## config.mk

```make
export PLATFORM = sky130hd
export DESIGN_NAME = flash_sample_feeder
export DESIGN_NICKNAME = d
export VERILOG_FILES = /design/src/rtl/feeder_pkg.sv /design/src/rtl/addr_stepper.sv /design/src/rtl/flash_sample_feeder.sv
export SDC_FILE = /design/constraint.sdc
export NUM_CORES = 1
export LEC_CHECK = 0
export BUFFER_PORTS_ARGS = -buffer_cell sky130_fd_sc_hd__buf_2
export CORE_UTILIZATION = 23
export CTS_BUF_LIST = sky130_fd_sc_hd__clkbuf_8
export CTS_CLUSTER_SIZE = 16
export DETAILED_ROUTE_END_ITERATION = 10
export PLACE_DENSITY_LB_ADDON = 0.25
export SYNTH_ARGS = -nofsm -noshare
export SYNTH_HDL_FRONTEND = slang
export SYNTH_SLANG_ARGS = --single-unit
```

## constraint.sdc

```tcl
create_clock -name clock50 -period 2.55 [get_ports clock50]
set_clock_uncertainty 0.05 [all_clocks]
set_input_delay 0.3825 -clock clock50 [delete_from_list [all_inputs] [get_ports clock50]]
set_output_delay 0.3825 -clock clock50 [all_outputs]
set_load 0.1 [all_outputs]
```

## src/rtl/feeder_pkg.sv

```systemverilog
// ============================================================================
// Module : feeder_pkg
// Brief  : Shared scancodes, FSM state and playback direction types for the
//          flash sample feeder.
// Rev    : 1.0 - initial release
// ============================================================================
`default_nettype none

package feeder_pkg;

    localparam logic [7:0] KEY_F = 8'h46;
    localparam logic [7:0] KEY_B = 8'h42;
    localparam logic [7:0] KEY_R = 8'h52;

    typedef enum logic [2:0] {
        ST_REQ        = 3'd0,
        ST_WAIT_VALID = 3'd1,
        ST_FIRST      = 3'd2,
        ST_SECOND     = 3'd3,
        ST_ADVANCE    = 3'd4
    } state_t;

    typedef enum logic {
        DIR_FWD = 1'b0,
        DIR_BWD = 1'b1
    } dir_t;

    // Codes other than F/B leave the direction untouched (R included).
    function automatic dir_t next_dir(input logic [7:0] key, input dir_t cur);
        dir_t d;
        d = cur;
        if (key == KEY_F) begin
            d = DIR_FWD;
        end else if (key == KEY_B) begin
            d = DIR_BWD;
        end
        return d;
    endfunction

endpackage

`default_nettype wire

```

## src/rtl/addr_stepper.sv

```systemverilog
// ============================================================================
// Module : addr_stepper
// Brief  : Flash word-address register with forward/backward wrap and restart.
// Rev    : 1.0 - initial release
// ============================================================================
`default_nettype none

module addr_stepper
    import feeder_pkg::*;
#(
    parameter int          ADDR_WIDTH = 23,
    parameter int unsigned ADDR_MAX   = 'h7FFFF
) (
    input  logic                  clk,
    input  logic                  rst_n,
    input  logic                  i_step,
    input  dir_t                  i_dir,
    input  logic                  i_restart,
    output logic [ADDR_WIDTH-1:0] o_addr
);

    localparam logic [ADDR_WIDTH-1:0] c_addr_max = ADDR_WIDTH'(ADDR_MAX);

    logic [ADDR_WIDTH-1:0] r_addr;
    logic [ADDR_WIDTH-1:0] w_addr_next;

    // Out-of-range compares keep the register inside [0, ADDR_MAX] even if it
    // were ever disturbed.
    always_comb begin
        w_addr_next = r_addr;
        if (i_restart) begin
            w_addr_next = (i_dir == DIR_FWD) ? '0 : c_addr_max;
        end else if (i_dir == DIR_FWD) begin
            w_addr_next = (r_addr >= c_addr_max) ? '0 : r_addr + ADDR_WIDTH'(1);
        end else begin
            w_addr_next = ((r_addr == '0) || (r_addr > c_addr_max)) ?
                          c_addr_max : r_addr - ADDR_WIDTH'(1);
        end
    end

    always_ff @(posedge clk or negedge rst_n) begin
        if (!rst_n) begin
            r_addr <= '0;
        end else if (i_step) begin
            r_addr <= w_addr_next;
        end
    end

    assign o_addr = r_addr;

endmodule

`default_nettype wire

```

## src/rtl/flash_sample_feeder.sv

```systemverilog
// ============================================================================
// Module : flash_sample_feeder
// Brief  : Reads 32-bit flash words over Avalon-MM and hands them downstream
//          as two 16-bit samples, direction and restart chosen by scancode.
// Rev    : 1.0 - initial release
// ============================================================================
`default_nettype none

module flash_sample_feeder
    import feeder_pkg::*;
#(
    parameter int          ADDR_WIDTH   = 23,
    parameter int unsigned ADDR_MAX     = 'h7FFFF,
    parameter int          SAMPLE_WIDTH = 16
) (
    input  logic                      clock50,
    input  logic                      rstn,
    input  logic                      confirm_pass,
    input  logic [7:0]                key_control,
    output logic [SAMPLE_WIDTH-1:0]   getdata,
    output logic                      data_ready,
    output logic                      flash_mem_read,
    output logic [ADDR_WIDTH-1:0]     flash_mem_address,
    output logic [3:0]                flash_mem_byteenable,
    input  logic                      flash_mem_waitrequest,
    input  logic [2*SAMPLE_WIDTH-1:0] flash_mem_readdata,
    input  logic                      flash_mem_readdatavalid
);

    state_t                    r_state;
    state_t                    w_next_state;
    dir_t                      r_dir;
    dir_t                      w_dir_next;
    logic                      r_read;
    logic                      r_data_ready;
    logic [SAMPLE_WIDTH-1:0]   r_getdata;
    logic [2*SAMPLE_WIDTH-1:0] r_word;

    logic                      w_capture;
    logic                      w_take_first;
    logic                      w_take_second;
    logic                      w_step;
    logic                      w_restart;
    logic                      w_read_next;
    logic [ADDR_WIDTH-1:0]     w_addr;

    always_ff @(posedge clock50 or negedge rstn) begin
        if (!rstn) begin
            r_state <= ST_REQ;
        end else begin
            r_state <= w_next_state;
        end
    end

    always_comb begin
        w_next_state = r_state;
        case (r_state)
            ST_REQ:        if (r_read && !flash_mem_waitrequest) w_next_state = ST_WAIT_VALID;
            ST_WAIT_VALID: if (flash_mem_readdatavalid)           w_next_state = ST_FIRST;
            ST_FIRST:      if (confirm_pass)                      w_next_state = ST_SECOND;
            ST_SECOND:     if (confirm_pass)                      w_next_state = ST_ADVANCE;
            ST_ADVANCE:                                           w_next_state = ST_REQ;
            default:                                              w_next_state = ST_REQ;
        endcase
    end

    // Read is registered so it is low on the first cycle out of reset and
    // drops on the same edge the request is accepted.
    always_comb begin
        w_capture     = (r_state == ST_WAIT_VALID) && flash_mem_readdatavalid;
        w_take_first  = (r_state == ST_FIRST)  && confirm_pass;
        w_take_second = (r_state == ST_SECOND) && confirm_pass;
        w_step        = (r_state == ST_ADVANCE);
        w_read_next   = (w_next_state == ST_REQ);
    end

    assign w_dir_next = next_dir(key_control, r_dir);
    assign w_restart  = (key_control == KEY_R);

    always_ff @(posedge clock50 or negedge rstn) begin
        if (!rstn) begin
            r_read       <= 1'b0;
            r_data_ready <= 1'b0;
            r_getdata    <= '0;
            r_word       <= '0;
            r_dir        <= DIR_FWD;
        end else begin
            r_read <= w_read_next;
            if (w_capture) begin
                r_word       <= flash_mem_readdata;
                r_getdata    <= (r_dir == DIR_FWD) ? flash_mem_readdata[SAMPLE_WIDTH-1:0]
                                                   : flash_mem_readdata[2*SAMPLE_WIDTH-1:SAMPLE_WIDTH];
                r_data_ready <= 1'b1;
            end
            if (w_take_first) begin
                r_getdata <= (r_dir == DIR_FWD) ? r_word[2*SAMPLE_WIDTH-1:SAMPLE_WIDTH]
                                                : r_word[SAMPLE_WIDTH-1:0];
            end
            if (w_take_second) begin
                r_data_ready <= 1'b0;
            end
            if (w_step) begin
                r_dir <= w_dir_next;
            end
        end
    end

    addr_stepper #(
        .ADDR_WIDTH (ADDR_WIDTH),
        .ADDR_MAX   (ADDR_MAX)
    ) u_addr_stepper (
        .clk       (clock50),
        .rst_n     (rstn),
        .i_step    (w_step),
        .i_dir     (w_dir_next),
        .i_restart (w_restart),
        .o_addr    (w_addr)
    );

    assign getdata              = r_getdata;
    assign data_ready           = r_data_ready;
    assign flash_mem_read       = r_read;
    assign flash_mem_address    = w_addr;
    assign flash_mem_byteenable = 4'b1111;

endmodule

`default_nettype wire

```

Word-level counts from Yosys, hierarchy flattened --
Index checks and enable logic that the tools add are counted.
Storage, ports and cells: bits in registers 77, logic and storage cells 47, output and inout bits 45, bits of input ports 45
Cells by class: muxes and demuxes 18, reduce and logical (&&, ||, !) cells 11, $lt $le $gt $ge 2, add/subtract/negate cells 2, eq/ne operators 7
Operators by type and width (count):
- $mux 23 | 4
- $mux 16 | 4
- $eq 8x7->1 const B | 3
- $add 23x1->23 const B | 1
- $ge 23x19->1 const B | 1
- $gt 23x19->1 const B | 1
- $logic_not 23->1 | 1
- $sub 23x1->23 const B | 1
- $mux 19 | 1
- $mux 3 | 4
- $pmux 3 s4 | 1
- $eq 3x2->1 const B | 2
- $logic_not 3->1 | 2
- $logic_and 1x1->1 | 4
- $mux 1 | 4
- $reduce_bool 2->1 | 2
- $eq 3x1->1 const B | 1
- $eq 3x3->1 const B | 1
- $logic_not 1->1 | 1
- $logic_or 1x1->1 | 1

Depth between registers and ports, before layout --
depth in word-level cells 5, gate-level depth with buffers 9, gate-level depth less buffers 8

By module --
From an unflattened synthesis, not the netlist that was laid out.
Second synthesis, totals: cells, all modules 463, area, all modules 5047.3 um2
Modules (own cells, without submodules):
- flash_sample_feeder | cells each 198, seq. area each 1351.3 um2, area an instance 2881.5 um2, times used 1
- addr_stepper | cells each 265, seq. area each 575.6 um2, area an instance 2165.8 um2, times used 1

Worst setup path after synthesis --
Ideal clock, no wire load.
path kind register to register, start reg u_addr_stepper.r_addr[3], in the netlist u_addr_stepper.o_addr[3], end reg u_addr_stepper.r_addr[18], in the netlist u_addr_stepper.o_addr[18], period minus slack after synthesis 2.894 ns, required time 2.396 ns, stages on the path, launching flop included 8, path slack -0.344 ns, library setup time 0.104 ns, arrival 2.740 ns, path buffers 1, path through dfrtp_1 -> clkbuf_1 -> nand3_1 -> or4_1 -> nor2_1 -> xnor2_1 -> a22oi_1 -> a221oi_1
Between the ends: longest elaborated chain between the ends 5, elaborated cells between the ends (all ways) 10, classes of those cells add/sub: 2; order compare: 2; mux: 4; reduce/logical: 2
Ends and longest elaborated chain:
- from (decl) | RTL line addr_stepper.sv:24 | logic [ADDR_WIDTH-1:0] r_addr;
- from (signal assigned) | RTL line addr_stepper.sv:45 | r_addr <= w_addr_next;
- $gt 23x19->1 or $logic_not 23->1 (tied branches) | RTL line addr_stepper.sv:36 | w_addr_next = ((r_addr == '0) || (r_addr > c_addr_max)) ?
- $logic_or 1x1->1 | RTL line addr_stepper.sv:36
- $mux 23 | RTL line addr_stepper.sv:36
- $mux 23 * | RTL line addr_stepper.sv:33 | end else if (i_dir == DIR_FWD) begin
- $mux 23 * | RTL line addr_stepper.sv:31 | if (i_restart) begin
Every way passes the cells marked *; elsewhere a longest branch is shown, timed or not. A chain may end at the register's enable or synchronous reset.

Worst setup path after layout --
start reg u_addr_stepper.r_addr[15], in the netlist u_addr_stepper.o_addr[15], end reg u_addr_stepper.r_addr[16], in the netlist u_addr_stepper.o_addr[16]
The elaborated chain is that of the path after synthesis.

==> results.txt <==
- The synthesized design contains 77 register bits.
* H-Tree Depth: 3
- Number of buffers added by the clock tree synthesis step: 9
- Dividing the synthesized area by the synthesized cell count gives 9.375 um2.
- Setup WS pre-CTS: 0.05156 ns
- The number of antenna violations at the first check in global routing is 0.
- For the pin with the worst max-slew slack, the measured transition is 0.6063 ns.
- Async S/R FF share, synth: 100.0%
- Cell area after synthesis: 4641 um2
- Data on the critical path arrives at its endpoint at 2.65 ns.
* Area overhead of the layout relative to synthesis: 26.75%
* Timing startpoint of the critical path: u_addr_stepper.o_addr[15]
- Fill cell total of the finished layout: 2105
- Count of synthesis-stage warnings from yosys: 0
- Summed over all layers, the routed wires come to 14.19 mm.
- The synthesized netlist contains 61 unique library cells.
- Overall Global Routing Usage: 14.22%
- In this run the worst path has a maximum fanout of 5.
* Status: finished clean
- Height of the die: 144.0 um
- The hold violation count in the final report came to 0.
- Most frequent standard cell in the layout excluding fill and tap cells: sky130_fd_sc_hd__buf_2
* Number of global-route vias before repair: 4351
- Hold timing on the final database bottoms out at a slack of 0.2000 ns.
- The cell count after synthesis came out at 495.
- Clock Tree Buf Depth: 2
- Walking the worst path, the cells encountered are or3_4 -> or3_4 -> or3_4 -> a41oi_2 -> nor2_2 -> buf_4 -> a211oi_1.
* Critical hold path startpoint: flash_mem_readdata[6]
* Number of setup violations in the final report: 0
- At the later pin of the worst-skew pair, clock insertion delay measures 0.38 ns.
* EDFF count, synth: 0
- The total count of max-transition violations in the final report was 0.
- 0 antenna diodes ended up in the layout.
- The tool flagged a number of max-cap violations equal to 0.
* X dimension of the die: 144.0 um
* Remaining routing DRC violations: 0
- Nets: 645
* CTS tree: done
- Critical path's top delay family: simple AND/OR/NAND/NOR gates
- Entering global routing, the biggest net connects 66 pins.
- For this run, the register share of the synthesized area comes to 41.52%.
- Root Driver: sky130_fd_sc_hd__clkbuf_8
- Input/output buffers: 85
* Most used cells in the layout excluding fill and tap cells: sky130_fd_sc_hd__buf_2, sky130_fd_sc_hd__nor2_1, sky130_fd_sc_hd__dfrtp_1, sky130_fd_sc_hd__a21oi_1, sky130_fd_sc_hd__buf_4
- By instance count, the cell type seen most on the critical path is sky130_fd_sc_hd__or3_4.
- After detailed routing, the average wire length per cell comes to 16.36 um.
* Ratio of cells with drive above 1 in the final layout: 36.21%
- The first global-routing pass estimated 22.57 mm of wire.
* Biggest area contributors in the synthesized netlist: sky130_fd_sc_hd__dfrtp_1, sky130_fd_sc_hd__mux2_2, sky130_fd_sc_hd__mux2i_1, sky130_fd_sc_hd__a21oi_1, sky130_fd_sc_hd__nor2_1
- Slowest cell on the critical path: sky130_fd_sc_hd__dfrtp_4
* Peak clock frequency supported by timing: 411.4 MHz
- The wire-length estimate of the detail-placed layout is 10.37 mm.
- The top cell type by area accounts for 41.52% of the synthesized area.
- Startpoint class of the critical path: register
- Pin placement for this block handled 90 I/O pins.
* Clock period minus worst slack: 2.431 ns
- Starting utilization of the core area: 23.69%
- After floorplanning, the core was sized to cover 19590 um2.
* Violation count after the first detailed-routing iteration: 348
* CP peak stage delay: 0.49 ns
* Worst relative slew slack: 59.58%
* Final cycle utilization of the critical path: 95.32%
- Counting tap cells, the placed design contains a total of 850 instances.
- Post-CTS setup buffer count: 0
- In the final layout, the multi-input gates occupy 2554 um2.
- The clock drives 77 sinks.
- Critical path type: reg2reg
- For this run, the leading register cell type out of synthesis is sky130_fd_sc_hd__dfrtp_1.
* Crit path buf inv count: 1
- Overall overflow remaining after global route: 0
- Placer congestion estimate: 0.9309
- Summed over all instances, the cell type with the most area after synthesis is sky130_fd_sc_hd__dfrtp_1.
* Detailed-router iteration count before antenna repair: 5
- Unrepaired setup endpoints after global routing: no
- In this run the critical register-to-register path is launched from u_addr_stepper.o_addr[15].
* Footprint of the flip-flops and latches: 1963 um2
- Residual antenna-violating net count after detailed routing: 0
* Row count: 51
- Once layout is complete, the cells apart from fillers number 867.
- Setup ws final: 0.1192 ns
- Kind of end point of the critical path: register
- Data on the critical path is required at its endpoint by 2.77 ns.
* Vias post-DR: 4235
* Worst min-delay path category: in2reg
- Ratio of routed vias to standard cells: 4.885
- After clock tree synthesis, the clock-pin slew on the worst setup and hold paths is 0.09 ns.
- The floorplan step defined a die boundary enclosing 20750 um2.
registers in the layout (all words and copies together) (netlist names):
register	cells
r_word	32
getdata	16
data_ready	1
r_dir	1
r_state	3
u_addr_stepper.o_addr	23
flash_mem_read	1
final cells by class:
class                           count  share of cell area [%]
Clock buffer                        9                   2.106
Inverter                            9                  0.5743
Sequential cell                    77                   33.38
Timing Repair Buffer              128                   13.23
Clock inverter                      7                   1.659
Tap cell                          265                   5.637
Multi-Input combinational cell    372                   43.42
kinds of logic (layout without fill, tap and decap cells):
family | Yosys count | in the layout | share of synthesized area, %
AO/OA/AOI/OAI | 118 | 118 | 16.23
XOR/XNOR | 17 | 17 | 3.209
adder cells (fa/ha/maj) | 3 | 3 | 0.8089
buffers and inverters | 49 | 153 | 4.826
flip-flops | 77 | 77 | 41.52
multiplexers | 64 | 64 | 14.67
other | 1 | 4 | 0.08081
AND/OR/NAND/NOR | 166 | 166 | 18.66
through the flow:
stage	cell area [um2]	TNS, ns	utilization, %
finish	5882	0	30.02
global route	5882	0	30.02
CTS	5858	0	29.90
detailed placement	5627	0	28.72
global placement	5627	0	28.72
floorplan	4700	-0.09247	-
what timing repair did:
action,in CTS,in global routing
gates resized for setup,0,4
setup endpoints to repair,0,3
hold endpoints to repair,37,0
hold buffers,1,0
routing by layer:
| metal | vias to the layer above | routed length (um) | track usage, % |
|---|---|---|---|
| met5 | - | 0 | 0 |
| met4 | 0 | 248 | 5.431 |
| met3 | 22 | 929 | 4.338 |
| met2 | 147 | 6975 | 24.54 |
| met1 | 2077 | 6031 | 16.42 |
| li1 | 1989 | - | - |
worst reg2reg max path: stages, from the launching register on:
cell                       delay [ns]
sky130_fd_sc_hd__dfrtp_4         0.49
sky130_fd_sc_hd__or3_4           0.41
sky130_fd_sc_hd__or3_4           0.35
sky130_fd_sc_hd__or3_4           0.37
sky130_fd_sc_hd__a41oi_2         0.19
sky130_fd_sc_hd__nor2_2          0.08
sky130_fd_sc_hd__buf_4           0.17
sky130_fd_sc_hd__a211oi_1        0.22
path summary, 6_finish.rpt:
check                                                 end  slack [ns]  cells past startpoint
worst max-delay path            u_addr_stepper.o_addr[16]        0.12                      7
worst min-delay path                            r_word[6]        0.20                      2
worst max register to register  u_addr_stepper.o_addr[16]        0.12                      7
worst min register to register                  r_word[6]        0.46                      1
max in group asynchronous                           r_dir        1.16                      3
min in group asynchronous        u_addr_stepper.o_addr[2]        0.50                      2
Yosys cell counts, types with 2 or more instances:
library cell / count
sky130_fd_sc_hd__dfrtp_1: 77
sky130_fd_sc_hd__mux2i_1: 32
sky130_fd_sc_hd__nor3_1: 15
sky130_fd_sc_hd__a32o_1: 5
sky130_fd_sc_hd__nand2b_1: 3
sky130_fd_sc_hd__nand3_1: 18
sky130_fd_sc_hd__or3_4: 2
sky130_fd_sc_hd__o21ai_1: 6
sky130_fd_sc_hd__a21oi_1: 51
sky130_fd_sc_hd__nor2b_1: 2
sky130_fd_sc_hd__a221oi_1: 4
sky130_fd_sc_hd__nor4_1: 5
sky130_fd_sc_hd__xor2_1: 8
sky130_fd_sc_hd__and3_1: 6
sky130_fd_sc_hd__mux2_2: 32
sky130_fd_sc_hd__xnor2_1: 9
sky130_fd_sc_hd__and2_1: 2
sky130_fd_sc_hd__a211oi_1: 7
sky130_fd_sc_hd__a41oi_1: 2
sky130_fd_sc_hd__or3_1: 5
sky130_fd_sc_hd__nor2_1: 61
sky130_fd_sc_hd__nand4_1: 6
sky130_fd_sc_hd__a21oi_2: 2
sky130_fd_sc_hd__nand2_1: 21
sky130_fd_sc_hd__o32ai_1: 2
sky130_fd_sc_hd__or4_1: 2
sky130_fd_sc_hd__o21ai_0: 13
sky130_fd_sc_hd__nor3b_1: 3
sky130_fd_sc_hd__buf_6: 2
sky130_fd_sc_hd__ha_1: 3
sky130_fd_sc_hd__clkbuf_1: 24
sky130_fd_sc_hd__buf_1: 6
sky130_fd_sc_hd__o22ai_1: 3
sky130_fd_sc_hd__buf_4: 6
sky130_fd_sc_hd__nand3b_1: 4
sky130_fd_sc_hd__a31oi_1: 7
sky130_fd_sc_hd__a22oi_1: 5
sky130_fd_sc_hd__buf_2: 2
sky130_fd_sc_hd__a21o_1: 2
sky130_fd_sc_hd__inv_1: 9
Power is not shown: default switching activity piles up to over one toggle a cycle in this logic, so the estimate is an artifact.
